===== src/rtl/pl_pkg.sv =====
// Shared definitions for the pulse train generator.
//   pl_state_t : FSM encoding (IDLE, HIGH, LOW, DONE)
//   pl_cfg_t   : train parameters captured on a launch rise
//   MLT_*      : tick-rate select codes
//   low_len()  : low-phase length in ticks, clamped to at least one tick
package pl_pkg;

  typedef enum logic [1:0] {IDLE, HIGH, LOW, DONE} pl_state_t;

  localparam int DIV_MID_DEFAULT  = 100;
  localparam int DIV_SLOW_DEFAULT = 100000;

  localparam logic [4:0] MLT_FAST = 5'd1;
  localparam logic [4:0] MLT_MID  = 5'd2;
  localparam logic [4:0] MLT_SLOW = 5'd3;

  typedef struct packed {
    logic [16:0] width;
    logic [16:0] period;
    logic [4:0]  mlt;
  } pl_cfg_t;

  // The difference can go negative, so it is taken one bit wider and signed.
  function automatic logic [16:0] low_len(input logic [16:0] width,
                                          input logic [16:0] period);
    logic signed [17:0] diff;
    diff = $signed({1'b0, period}) - $signed({1'b0, width});
    return (diff <= 18'sd0) ? 17'd1 : diff[16:0];
  endfunction

endpackage


===== src/rtl/pl_tick_div.sv =====
// Tick prescaler: emits a one-clk tick enable every N clks, with N selected by
// mlt (MLT_MID -> DIV_MID, MLT_SLOW -> DIV_SLOW, anything else -> every clk).
//   clk, rst_n : clock, async active-low reset
//   clr        : synchronous clear; the next tick comes a full period later
//   mlt        : rate select
//   tick       : one-clk enable
module pl_tick_div
  import pl_pkg::*;
#(
  parameter int DIV_MID  = DIV_MID_DEFAULT,
  parameter int DIV_SLOW = DIV_SLOW_DEFAULT
) (
  input  logic       clk,
  input  logic       rst_n,
  input  logic       clr,
  input  logic [4:0] mlt,
  output logic       tick
);

  localparam int CW = $clog2((DIV_SLOW > DIV_MID) ? DIV_SLOW : DIV_MID) + 1;

  logic [CW-1:0] cnt_q, cnt_d, last;

  always_comb begin
    case (mlt)
      MLT_MID:  last = CW'(DIV_MID - 1);
      MLT_SLOW: last = CW'(DIV_SLOW - 1);
      default:  last = '0;
    endcase
    // >= rather than == so a stale count can never run away past the terminal value
    tick  = !clr && (cnt_q >= last);
    cnt_d = (clr || tick) ? '0 : cnt_q + 1'b1;
  end

  always_ff @(posedge clk or negedge rst_n) begin
    if (!rst_n) cnt_q <= '0;
    else        cnt_q <= cnt_d;
  end

endmodule


===== src/rtl/pulse_train_gen.sv =====
// Optical sync pulse train generator, triggered by the launch_PL level from
// the delay stage.
//   clk_PL, rst_n   : clock, async active-low reset
//   launch_PL       : async level; rise starts a train, low aborts / re-arms
//   pl_width        : pulse high time (ticks)
//   pl_period       : pulse-start spacing (ticks)
//   pl_count        : pulses per train
//   pl_mlt          : tick-rate select
//   PL_out          : pulse drive
//   busy_PL         : train in progress (through the End_PL clk)
//   End_PL          : one-clk strobe on the final falling edge
module pulse_train_gen
  import pl_pkg::*;
#(
  parameter int SYNC_STAGES = 2,
  parameter int DIV_MID     = DIV_MID_DEFAULT,
  parameter int DIV_SLOW    = DIV_SLOW_DEFAULT
) (
  input  logic        clk_PL,
  input  logic        rst_n,
  input  logic        launch_PL,
  input  logic [16:0] pl_width,
  input  logic [16:0] pl_period,
  input  logic [7:0]  pl_count,
  input  logic [4:0]  pl_mlt,
  output logic        PL_out,
  output logic        busy_PL,
  output logic        End_PL
);

  logic [SYNC_STAGES-1:0] sync_q, sync_d;
  logic                   prev_q, prev_d;
  logic                   rise_q, rise_d;
  pl_cfg_t                cfg_q, cfg_d;
  logic                   launch_s;
  logic                   tick;

  pl_state_t   state_q;
  logic [16:0] ph_cnt_q;
  logic [7:0]  left_q;
  logic        pl_out_q, busy_q, end_q;

  assign launch_s = sync_q[SYNC_STAGES-1];

  always_comb begin
    sync_d = SYNC_STAGES'({sync_q, launch_PL});
    prev_d = launch_s;
    // Rise is registered so the FSM, prescaler clear and config latch all
    // act on the same clk.
    rise_d = launch_s & ~prev_q;
    cfg_d  = rise_q ? '{width: pl_width, period: pl_period, mlt: pl_mlt} : cfg_q;
  end

  always_ff @(posedge clk_PL or negedge rst_n) begin
    if (!rst_n) begin
      sync_q <= '0;
      prev_q <= 1'b0;
      rise_q <= 1'b0;
      cfg_q  <= '0;
    end else begin
      sync_q <= sync_d;
      prev_q <= prev_d;
      rise_q <= rise_d;
      cfg_q  <= cfg_d;
    end
  end

  pl_tick_div #(
    .DIV_MID  (DIV_MID),
    .DIV_SLOW (DIV_SLOW)
  ) u_tick (
    .clk   (clk_PL),
    .rst_n (rst_n),
    .clr   (rise_q),
    .mlt   (cfg_q.mlt),
    .tick  (tick)
  );

  // Abort (synced launch low) is tested before the tick so it always wins.
  always_ff @(posedge clk_PL or negedge rst_n) begin
    if (!rst_n) begin
      state_q  <= IDLE;
      ph_cnt_q <= '0;
      left_q   <= '0;
      pl_out_q <= 1'b0;
      busy_q   <= 1'b0;
      end_q    <= 1'b0;
    end else begin
      end_q <= 1'b0;
      case (state_q)
        IDLE: begin
          if (rise_q) begin
            ph_cnt_q <= '0;
            left_q   <= pl_count;
            busy_q   <= 1'b1;
            if (pl_count != 8'd0 && pl_width != 17'd0) begin
              state_q  <= HIGH;
              pl_out_q <= 1'b1;
            end else begin
              state_q <= DONE;
              end_q   <= 1'b1;
            end
          end
        end
        HIGH: begin
          if (!launch_s) begin
            state_q  <= IDLE;
            pl_out_q <= 1'b0;
            busy_q   <= 1'b0;
          end else if (tick) begin
            if (ph_cnt_q == cfg_q.width - 17'd1) begin
              ph_cnt_q <= '0;
              pl_out_q <= 1'b0;
              if (left_q > 8'd1) begin
                state_q <= LOW;
              end else begin
                state_q <= DONE;
                end_q   <= 1'b1;
              end
            end else begin
              ph_cnt_q <= ph_cnt_q + 17'd1;
            end
          end
        end
        LOW: begin
          if (!launch_s) begin
            state_q <= IDLE;
            busy_q  <= 1'b0;
          end else if (tick) begin
            if (ph_cnt_q == low_len(cfg_q.width, cfg_q.period) - 17'd1) begin
              ph_cnt_q <= '0;
              pl_out_q <= 1'b1;
              left_q   <= left_q - 8'd1;
              state_q  <= HIGH;
            end else begin
              ph_cnt_q <= ph_cnt_q + 17'd1;
            end
          end
        end
        DONE: begin
          // busy stays up through the End_PL clk, then drops; no re-trigger
          // until launch has been seen low.
          busy_q <= 1'b0;
          if (!launch_s) state_q <= IDLE;
        end
        default: state_q <= IDLE;
      endcase
    end
  end

  assign PL_out  = pl_out_q;
  assign busy_PL = busy_q;
  assign End_PL  = end_q;

endmodule


===== config.mk =====
export PLATFORM = sky130hd
export DESIGN_NAME = pulse_train_gen
export DESIGN_NICKNAME = d
export VERILOG_FILES = /design/src/rtl/pl_pkg.sv /design/src/rtl/pl_tick_div.sv /design/src/rtl/pulse_train_gen.sv
export SDC_FILE = /design/constraint.sdc
export NUM_CORES = 1
export LEC_CHECK = 0
export BUFFER_PORTS_ARGS = -buffer_cell sky130_fd_sc_hd__buf_2
export CAP_MARGIN = 15
export CORE_MARGIN = 2
export CORE_UTILIZATION = 62
export CTS_CLUSTER_DIAMETER = 50
export DETAILED_ROUTE_END_ITERATION = 6
export PLACE_DENSITY = 0.82
export SYNTH_ARGS = -nofsm -noshare
export SYNTH_HDL_FRONTEND = slang
export SYNTH_SLANG_ARGS = --single-unit

===== constraint.sdc =====
create_clock -name clk_PL -period 6.6 [get_ports clk_PL]
set_input_delay 1.32 -clock clk_PL [delete_from_list [all_inputs] [get_ports clk_PL]]
set_output_delay 1.32 -clock clk_PL [all_outputs]
set_load 0.02 [all_outputs]

==> reports/results.txt, run 1 <==
vias in the first global route -> 6430
status -> finished clean
dpl cell area -> 7889 um^2
antenna viol nets, final -> 0
HPWL Detailed -> 14.18 mm
clk slew on worst S/H paths -> 0.07 ns
combinational power share -> 52.2%
Yosys warnings -> 0
Worst slew margin -> 37.93%
top sig layer -> met4
RR Startpoint -> cfg_q[25]
Req. time, crit path -> 6.84 ns
CP Launch Point -> cfg_q[25]
sequential cell area fraction in the yosys report -> 29.99%
CTS max path bufs -> 2
Avg Inst Size Synth -> 8.389 um^2
antenna violations before repair -> 0
async set-reset flop share out of synthesis -> 100.0%
nets -> 1023
cell-internal power -> 1.535 mW
Clock Sinks -> 91
H-Tree Depth -> 3
Final Hold Fails -> 0
largest net degree at the start of global routing -> 59
RSZ-0062 raised after global routing -> false
Final period util -> 93.80%
GPL Wtd Cong -> 1.004
wire per inst -> 17.80 um
DR iter-0 viols -> 717
later-pin clock latency in the skew report -> 0.36 ns
Final Max Slew Viols -> 0
NetSw -> 1.193 mW
wire length on met1 -> 8.868 mm
crit end category -> flop
crit-path cells -> inv_1 > ha_1 > and2_4 > a221o_1 > nor4_1 > a211oi_2 > a211oi_1 > nand4_1 > o21ai_4 > nor2_1 > ha_2 > buf_6 > o31ai_1 > a21oi_1 > a2111o_1 > a31o_1 > nor4_1 > nand4b_1 > o41ai_4 > buf_4 > nor2_2 > mux2_2
cell area after synthesis -> 7592 um^2
achievable frequency -> 161.5 MHz
final setup violation count -> 0
clock root cell -> clkbuf_16
Worst Path Max Fanout -> 23
cell count after synthesis -> 905
full die area -> 13150 um^2
ant diodes -> 0
GRT Total Usage -> 30.38%
actual slew at the worst max-slew pin -> 0.9226 ns
slowest library cell on the worst path -> a211oi_1
EDFF count, synth -> 0
Port Buffers -> 52
Pwr Density -> 330.1 nW/um^2
flop and latch count out of synthesis -> 91
io pins -> 53
Core Area -> 11960 um^2
Synth-to-Final Area Change -> 8.866%
total gr overflow -> 0
Main synth FF type -> dfrtp_1
final wirelength -> 19.30 mm
Starting Density -> 63.47%
first-pass GRT wire length -> 32.00 mm
total CTS buffers -> 9
Max stage delay on crit path -> 0.52 ns
Sequential Power Share -> 26.6%
die height -> 114.7 um
post-DR vias/cell -> 6.559
total negative slack -> 0 ns
commonest non-fill, non-tap cell in the layout -> dfrtp_1
Setup Crit Path Kind -> flop to flop
met3 routed WL -> 1.347 mm
final core occ -> 69.10%
switching part of the total power -> 43.74%
Leakage -> 3.561 nW
vias -> 7110
met2 WL -> 8.606 mm
worst vdd ir -> 0.2236 mV
Worst path most repeated cell -> nor4_1
hold crit path type -> flop to flop
layout cells sized above 1 -> 13.45%
die width -> 114.7 um
crit start category -> flop
hold path startpoint -> sync_q[0]
Synth Net Count -> 996
floorplan row count -> 40
most frequent cells in the layout -> 90 x dfrtp_1, 82 x nand2_1, 67 x nor2_1
Worst EP arrival -> 6.43 ns
design area -> 8265 um^2
max_cap viols -> 0
DR pass1 iterations -> 6
Cell variety after synth -> 87
# DRC -> 0
clock skew -> 0.009068 ns
minimum clock period -> 6.191 ns
TritonCTS clock tree -> built
Clock power frac -> 21.2%
synth_stat cells (all sizes together), types with 7 or more instances:
| cell type | number | area share, % |
|---|---|---|
| ha | 40 | 6.6 |
| a21o | 12 | 1.2 |
| nand2 | 82 | 4.1 |
| xnor2 | 29 | 3.3 |
| nor3 | 20 | 1.3 |
| xor2 | 24 | 2.9 |
| nand2b | 11 | 0.91 |
| nor2 | 68 | 3.4 |
| nor4 | 18 | 2.2 |
| a21oi | 46 | 3.1 |
| o211ai | 14 | 1.5 |
| buf | 8 | 0.69 |
| nand4 | 13 | 1.1 |
| a22o | 15 | 1.7 |
| clkbuf | 38 | 1.9 |
| a31oi | 15 | 1.2 |
| mux2i | 10 | 1.3 |
| nand3 | 35 | 2.3 |
| mux2 | 22 | 3.3 |
| a21boi | 7 | 0.69 |
| or3 | 9 | 0.74 |
| dfrtp | 91 | 30 |
| inv | 39 | 1.9 |
| o21ai | 68 | 4.5 |
| and3 | 28 | 2.3 |
| nor2b | 18 | 1.5 |
| and2 | 11 | 0.94 |
critical path, delay by kind of cell (launching register included):
| kind | cells | cell delay [ns] |
|---|---|---|
| flip-flops | 1 | 0.42 |
| buffers and inverters | 3 | 0.58 |
| AO/OA/AOI/OAI | 9 | 2.54 |
| AND/OR/NAND/NOR | 7 | 1.61 |
| multiplexers | 1 | 0.30 |
| adder cells (fa/ha/maj) | 2 | 0.63 |
metal layers:
layer / vias to the layer above / track usage (%)
li1: 3401 / -
met1: 3347 / 43.85
met2: 307 / 46.90
met3: 55 / 4.447
met4: 0 / 10.00
met5: - / 0
kinds of logic after synthesis:
kind of cell / synth area share, %
compound gates: 23.80
simple gates: 24.04
buf+inv: 4.515
xor+xnor: 6.213
flops: 29.99
fa+ha+maj: 6.856
mux: 4.581
timing repair:
action	CTS	global route
setup endpoints to repair	0	25
buffers inserted	0	4
hold endpoints to repair	0	0
hold buffers	0	0
resized for setup	0	5
cell type report:
class,count,area (um^2)
Multi-Input combinational cell,729,4987
Sequential cell,91,2278
Inverter,39,146.4
Clock buffer,11,242.7
Clock inverter,5,85.08
Tap cell,147,183.9
Fill cell,975,3696
Timing Repair Buffer,62,341.6
sequential cells by signal, summed over array words and instances (netlist names):
register      flops
End_PL            1
ph_cnt_q         17
busy_PL           1
left_q            8
state_q           2
u_tick.cnt_q     18
sync_q            2
prev_q            1
rise_q            1
PL_out            1
cfg_q            39
stage by stage:
stage	worst slack [ns]	cells	total power, mW	hold slack [ns]
floorplan	0.8385	905	1.803	0.3312
global placement	0.5620	1064	2.077	0.3617
detailed placement	0.2986	1064	2.104	0.3550
CTS	0.2688	1080	2.694	0.3729
global route	0.02778	1084	2.910	0.3776
finish	0.4089	1084	2.728	0.3781
worst paths after layout:
path | endpoint | slack [ns] | depth (start not counted)
worst max-delay path | ph_cnt_q[0] | 0.41 | 22
worst min-delay path | sync_q[1] | 0.38 | 0
worst max register to register | ph_cnt_q[0] | 0.41 | 22
worst min register to register | sync_q[1] | 0.38 | 0
max in group asynchronous | rise_q | 4.55 | 2
min in group asynchronous | cfg_q[12] | 0.91 | 1
power by group through the flow:
stage / Sequential, mW / Combinational, mW / Clock (mW)
CTS: 0.725 / 1.38 / 0.585
global placement: 0.733 / 1.34 / 0
floorplan: 0.710 / 1.09 / 0
finish: 0.727 / 1.42 / 0.578
global route: 0.739 / 1.56 / 0.608
detailed placement: 0.735 / 1.37 / 0
Note: power is estimated with default switching activity, not from simulation.
==> run 2: changes to the inputs <==
- RECOVER_POWER: not set -> 100
- SETUP_SLACK_MARGIN: not set -> 0.05
==> run 2 against run 1 <==
The run now ends with DRC, capacitance limit, slew limit left. Cell count did not move. Clock skew barely moved. Sequential power barely moved. Clock power barely moved. Wire length barely moved. Critical path type unchanged.
==> reports/results.txt, run 2 (same netlist as run 1, synthesis figures left out) <==
crit-path cells -> ha_1 > fa_1 > nand2b_1 > a21bo_2 > a22oi_1 > o221ai_1 > nor4b_4 > nand4_1 > o21ai_4 > or2_2 > ha_2 > xnor2_1 > a21oi_1 > o31ai_1 > a2111oi_0 > and4b_1 > nand4_1 > nand4bb_1 > nor4_4 > mux2i_1 > a221o_1
worst vdd ir -> 0.2239 mV
actual slew at the worst max-slew pin -> 3.092 ns
Leakage -> 3.531 nW
pre-CTS setup slack -> 0.2986 ns
later-pin clock latency in the skew report -> 0.36 ns
DR pass1 iterations -> 7
HPWL Detailed -> 14.18 mm
worst setup margin -> 0.4548 ns
clock root cell -> clkbuf_16
Req. time, crit path -> 6.85 ns
Worst EP arrival -> 6.39 ns
minimum clock period -> 6.145 ns
H-Tree Depth -> 3
Starting Density -> 63.47%
Setup Crit Path Kind -> flop to flop
largest net degree at the start of global routing -> 59
commonest non-fill, non-tap cell in the layout -> dfrtp_1
Port Buffers -> 52
Core Area -> 11960 um^2
Final Hold Fails -> 0
met2 WL -> 8.784 mm
r2r setup slk -> 0.45 ns
DR iter-0 viols -> 697
Synth-to-Final Area Change -> 8.635%
Pwr Density -> 331.2 nW/um^2
max reg flops -> 39
r2r endpoint -> left_q[4]
Biggest register -> cfg_q
vias in the first global route -> 6430
total negative slack -> 0 ns
Clock Sinks -> 91
GPL Wtd Cong -> 1.004
design area -> 8248 um^2
crit start category -> flop
layout cells sized above 1 -> 12.17%
TritonCTS clock tree -> built
biggest regs -> cfg_q: 39 flops, u_tick.cnt_q: 18 flops, ph_cnt_q: 17 flops
status -> complete, but fails checks
achievable frequency -> 162.7 MHz
Worst path most repeated cell -> nand4_1
area taken by multi-input logic gates -> 4987 um^2
antenna violations before repair -> 0
most frequent cells in the layout -> 91 x dfrtp_1, 82 x nand2_1, 67 x nor2_1
io pins -> 53
vias -> 7108
top sig layer -> met4
clk slew on worst S/H paths -> 0.07 ns
GRT Total Usage -> 30.38%
total CTS buffers -> 9
worst hold endpoint -> sync_q[1]
met3 routed WL -> 1.432 mm
dpl cell area -> 7889 um^2
Final period util -> 93.11%
post-DR vias/cell -> 6.557
# DRC -> 2
hold path startpoint -> sync_q[0]
Final Max Slew Viols -> 135
crit end category -> flop
Reg area -> 2277 um^2
die width -> 114.7 um
wire per inst -> 17.80 um
full die area -> 13150 um^2
total gr overflow -> 0
slowest library cell on the worst path -> nor4_4
hold crit path type -> flop to flop
Worst slew margin -> -106.1%
hold path cells -> 0
clock skew -> 0.009158 ns
first-pass GRT wire length -> 32.00 mm
floorplan row count -> 40
final wirelength -> 19.30 mm
RR Startpoint -> cfg_q[22]
max_cap viols -> 3
CTS max path bufs -> 2
wire length on met1 -> 8.687 mm
failing checks -> DRC, capacitance limit, slew limit
fillers -> 988
Max stage delay on crit path -> 0.64 ns
nets -> 1023
Worst Path Max Fanout -> 10
reg2reg path depth -> 21
ant diodes -> 0
antenna viol nets, final -> 0
RSZ-0062 raised after global routing -> false
die height -> 114.7 um
final setup violation count -> 0
run 2: layer usage:
metal	GRT usage [%]	up-vias
li1	-	3399
met1	43.85	3362
met2	46.90	308
met3	4.447	39
met4	10.00	0
met5	0	-
run 2: how the worst max path moves through the flow:
stage,startpoint,end,slack (ns),depth (start not counted)
CTS,cfg_q[22],left_q[4],0.27,21
finish,cfg_q[22],left_q[4],0.45,21
detailed placement,cfg_q[22],left_q[4],0.30,21
global placement,cfg_q[22],left_q[4],0.56,21
global route,cfg_q[22],left_q[4],0.05,21
floorplan,cfg_q[22],ph_cnt_q[4],0.84,22
run 2: per-stage QoR:
stage	utilization, %	power (mW)	hold slack (ns)	std cells
2_1_floorplan	-	1.803	0.3312	905
3_3_place_gp	65.95	2.077	0.3617	1064
3_5_place_dp	65.95	2.104	0.3550	1064
4_1_cts	68.69	2.694	0.3729	1080
5_1_grt	68.95	2.911	0.3776	1084
6_report	68.95	2.732	0.3749	1084
run 2: repair_timing:
action,in CTS,in global routing
setup endpoints to repair,0,27
buffers inserted,0,4
hold buffers,0,0
gates resized for setup,0,6
run 2: final cells by class:
cell class | count | share of cell area (%)
clock buffer | 11 | 2.943
tap | 147 | 2.230
timing repair buffer | 62 | 3.944
inverter | 39 | 1.775
clock inverter | 5 | 1.032
multi-input combinational | 729 | 60.47
sequential | 91 | 27.61
run 2: power breakdown:
| group | switching [mW] | total [mW] | internal (mW) |
|---|---|---|---|
| clock | 0.234 | 0.579 | 0.345 |
| sequential | 0.0919 | 0.727 | 0.635 |
| combinational | 0.871 | 1.43 | 0.555 |
| total | 1.20 | 2.73 | 1.54 |
run 2: critical path: cells and delay by family (launching register included):
| kind | cells | cell delay (ns) |
|---|---|---|
| multiplexers | 1 | 0.16 |
| AO/OA/AOI/OAI | 8 | 2.00 |
| XOR/XNOR | 1 | 0.12 |
| adder cells (fa/ha/maj) | 3 | 0.96 |
| AND/OR/NAND/NOR | 8 | 2.35 |
| flip-flops | 1 | 0.43 |
==> run 3: changes to the inputs <==
- ABC_AREA: not set -> 1
==> run 3 against run 2 <==
The flow finishes with violations (capacitance limit, slew limit). Clock power down 11%. Utilization fell by 1.9 points. Critical path depth is 5 higher. Power shrank 9.9%. Final area down 3.1%. Hold slack got worse by 0.024 ns. Die area is 1.5% lower. First-iteration DRC count fell by 25%. Sequential power hardly changed. Clock-buffer cell count grew 1. Critical endpoint is now left_q[0]. Largest power group unchanged.
==> reports/results.txt, run 3 <==
antenna viol nets, final -> 0
Crit path buffers/inverters -> 2
r2r setup slk -> 1.52 ns
io pins -> 53
total negative slack -> 0 ns
nets -> 1217
largest net degree at the start of global routing -> 82
post-layout power -> 2.462 mW
Setup Crit Path Kind -> flop to flop
Core Area -> 11910 um^2
total gr overflow -> 0
Post-CTS Setup Inserts -> 0
EDFF count, synth -> 0
post-cts gate resize count -> 0
hold crit path type -> flop to flop
HPWL Detailed -> 14.44 mm
Final Hold Fails -> 0
RSZ-0062 raised after global routing -> false
H-Tree Depth -> 3
first-pass GRT wire length -> 32.52 mm
async set-reset flop share out of synthesis -> 100.0%
final setup violation count -> 0
Port Buffers -> 52
GRT Total Usage -> 31.17%
sequential cell area fraction in the yosys report -> 30.46%
Synth Net Count -> 1176
DR iter-0 viols -> 522
Avg Inst Size Synth -> 6.890 um^2
CP Launch Point -> cfg_q[33]
RR Startpoint -> cfg_q[33]
hold path cells -> 0
Final period util -> 77.01%
later-pin clock latency in the skew report -> 0.35 ns
antenna violations before repair -> 0
total CTS buffers -> 9
main area contributors after synthesis -> dfrtp_1 30%, nand2_1 16%, inv_1 6.9%
Worst EP arrival -> 5.34 ns
achievable frequency -> 196.8 MHz
Synth-to-Final Area Change -> 6.862%
DR pass1 iterations -> 6
crit start category -> flop
cell taking the most area after synthesis -> dfrtp_1
wire per inst -> 14.68 um
reg2reg path depth -> 26
delay-heaviest family, CP -> simple AND/OR/NAND/NOR gates
Post-synth top cells -> 328 x nand2_1, 137 x inv_1, 91 x dfrtp_1
worst vdd ir -> 0.2039 mV
final wirelength -> 18.76 mm
ant diodes -> 0
Starting Density -> 62.76%
Main synth FF type -> dfrtp_1
TritonCTS clock tree -> built
most common cell in the synthesized netlist -> nand2_1
Worst path most repeated cell -> nand2_1
max reg flops -> 39
Worst slew margin -> -35.29%
layout cells sized above 1 -> 10.79%
post-DR vias/cell -> 5.543
Worst Path Max Fanout -> 16
GPL Wtd Cong -> 1.005
die height -> 113.8 um
Clock Sinks -> 91
clock root cell -> clkbuf_16
CTS max path bufs -> 2
cell count after synthesis -> 1085
Final Max Slew Viols -> 146
# DRC -> 0
vias in the first global route -> 6987
full die area -> 12950 um^2
failing checks -> capacitance limit, slew limit
most frequent cells in the layout -> 330 x nand2_1, 138 x inv_1, 91 x dfrtp_1
Cell variety after synth -> 53
minimum clock period -> 5.082 ns
r2r endpoint -> left_q[0]
floorplan row count -> 40
worst hold endpoint -> sync_q[1]
Yosys warnings -> 0
biggest regs -> cfg_q: 39 flops, u_tick.cnt_q: 18 flops, ph_cnt_q: 17 flops
hold path startpoint -> sync_q[0]
flop and latch count out of synthesis -> 91
commonest non-fill, non-tap cell in the layout -> nand2_1
CTS Hold Bufs -> 0
clock skew -> 0.01292 ns
actual slew at the worst max-slew pin -> 2.029 ns
Req. time, crit path -> 6.86 ns
fillers -> 1100
Leakage -> 4.117 nW
Max stage delay on crit path -> 0.40 ns
die width -> 113.8 um
clk slew on worst S/H paths -> 0.07 ns
slowest library cell on the worst path -> dfrtp_1
Pwr Density -> 308.2 nW/um^2
crit end category -> flop
top-area cell type share of the netlist area -> 30.46%
max_cap viols -> 2
cell area after synthesis -> 7476 um^2
vias -> 7084
status -> complete, but fails checks
Biggest register -> cfg_q
run 3: layout make-up:
cell class                      instances  area (um^2)  area share [%]
Clock inverter                          4        51.30          0.6421
Tap cell                              147        183.9           2.302
Multi-Input combinational cell        819         4409           55.19
Inverter                              152        570.5           7.142
Clock buffer                           12        236.5           2.960
Timing Repair Buffer                   53        260.3           3.258
Sequential cell                        91         2277           28.50
run 3: cell families after synthesis:
kind of cell               synth area share [%]
and+or+nand+nor                           36.35
DFF                                       30.46
adders and majority gates                 6.962
buffers and inverters                     9.456
xor gates and xnor gates                  5.958
muxes                                    0.5356
AOI/OAI and AO/OA                         10.28
run 3: worst max path at each step:
stage                         endpoint  slack (ns)  cells past startpoint
final                        left_q[0]        1.52                     26
after global routing         left_q[2]        0.99                     26
after CTS                 ph_cnt_q[14]        2.06                     28
after detailed placement  ph_cnt_q[14]        2.08                     28
after global placement    ph_cnt_q[12]        2.20                     27
after floorplan            ph_cnt_q[0]        2.85                     30
run 3: stage by stage:
stage,worst slack (ns),std cells,util (%),hold WS (ns),area (um^2)
4_1_cts,2.056,1278,67.86,0.3550,8083
3_3_place_gp,2.197,1262,65.44,0.3356,7795
3_5_place_dp,2.083,1262,65.44,0.3412,7795
2_1_floorplan,2.854,1085,-,0.3312,7476
5_1_grt,0.9858,1278,67.07,0.3620,7989
6_report,1.518,1278,67.07,0.3513,7989
run 3: where the power goes:
group          switching [mW]  internal [mW]  leakage, nW  total [mW]
logic                   0.818          0.402         2.80        1.22
clock network           0.222          0.294        0.137       0.516
registers              0.0851          0.640         1.18       0.725
run 3: per-layer routing:
layer | part of all wire [%] | global-route usage (%) | vias to the layer above
met5 | 0 | 0 | -
met4 | 4.4 | 14.47 | 0
met3 | 6.4 | 4.729 | 53
met2 | 45 | 50.82 | 230
met1 | 44 | 41.13 | 3217
li1 | - | - | 3584
run 3: worst reg2reg max path: stages, from the launching register on:
cell,delay (ns)
dfrtp_1,0.40
inv_1,0.11
ha_1,0.39
nand2_1,0.14
nor2_1,0.30
nand3_1,0.19
nand3_1,0.10
nand2_1,0.05
nand2_1,0.14
inv_1,0.08
nand2_1,0.07
nor2_1,0.04
nand3_1,0.39
nand2_1,0.36
or2_2,0.38
ha_1,0.23
nand2_2,0.20
nand3_1,0.10
nand2_1,0.08
nand2_1,0.06
nor2_1,0.08
nand2_1,0.06
nor2_1,0.08
nand4_1,0.22
nand2_4,0.13
nand2_1,0.32
o21ai_0,0.29
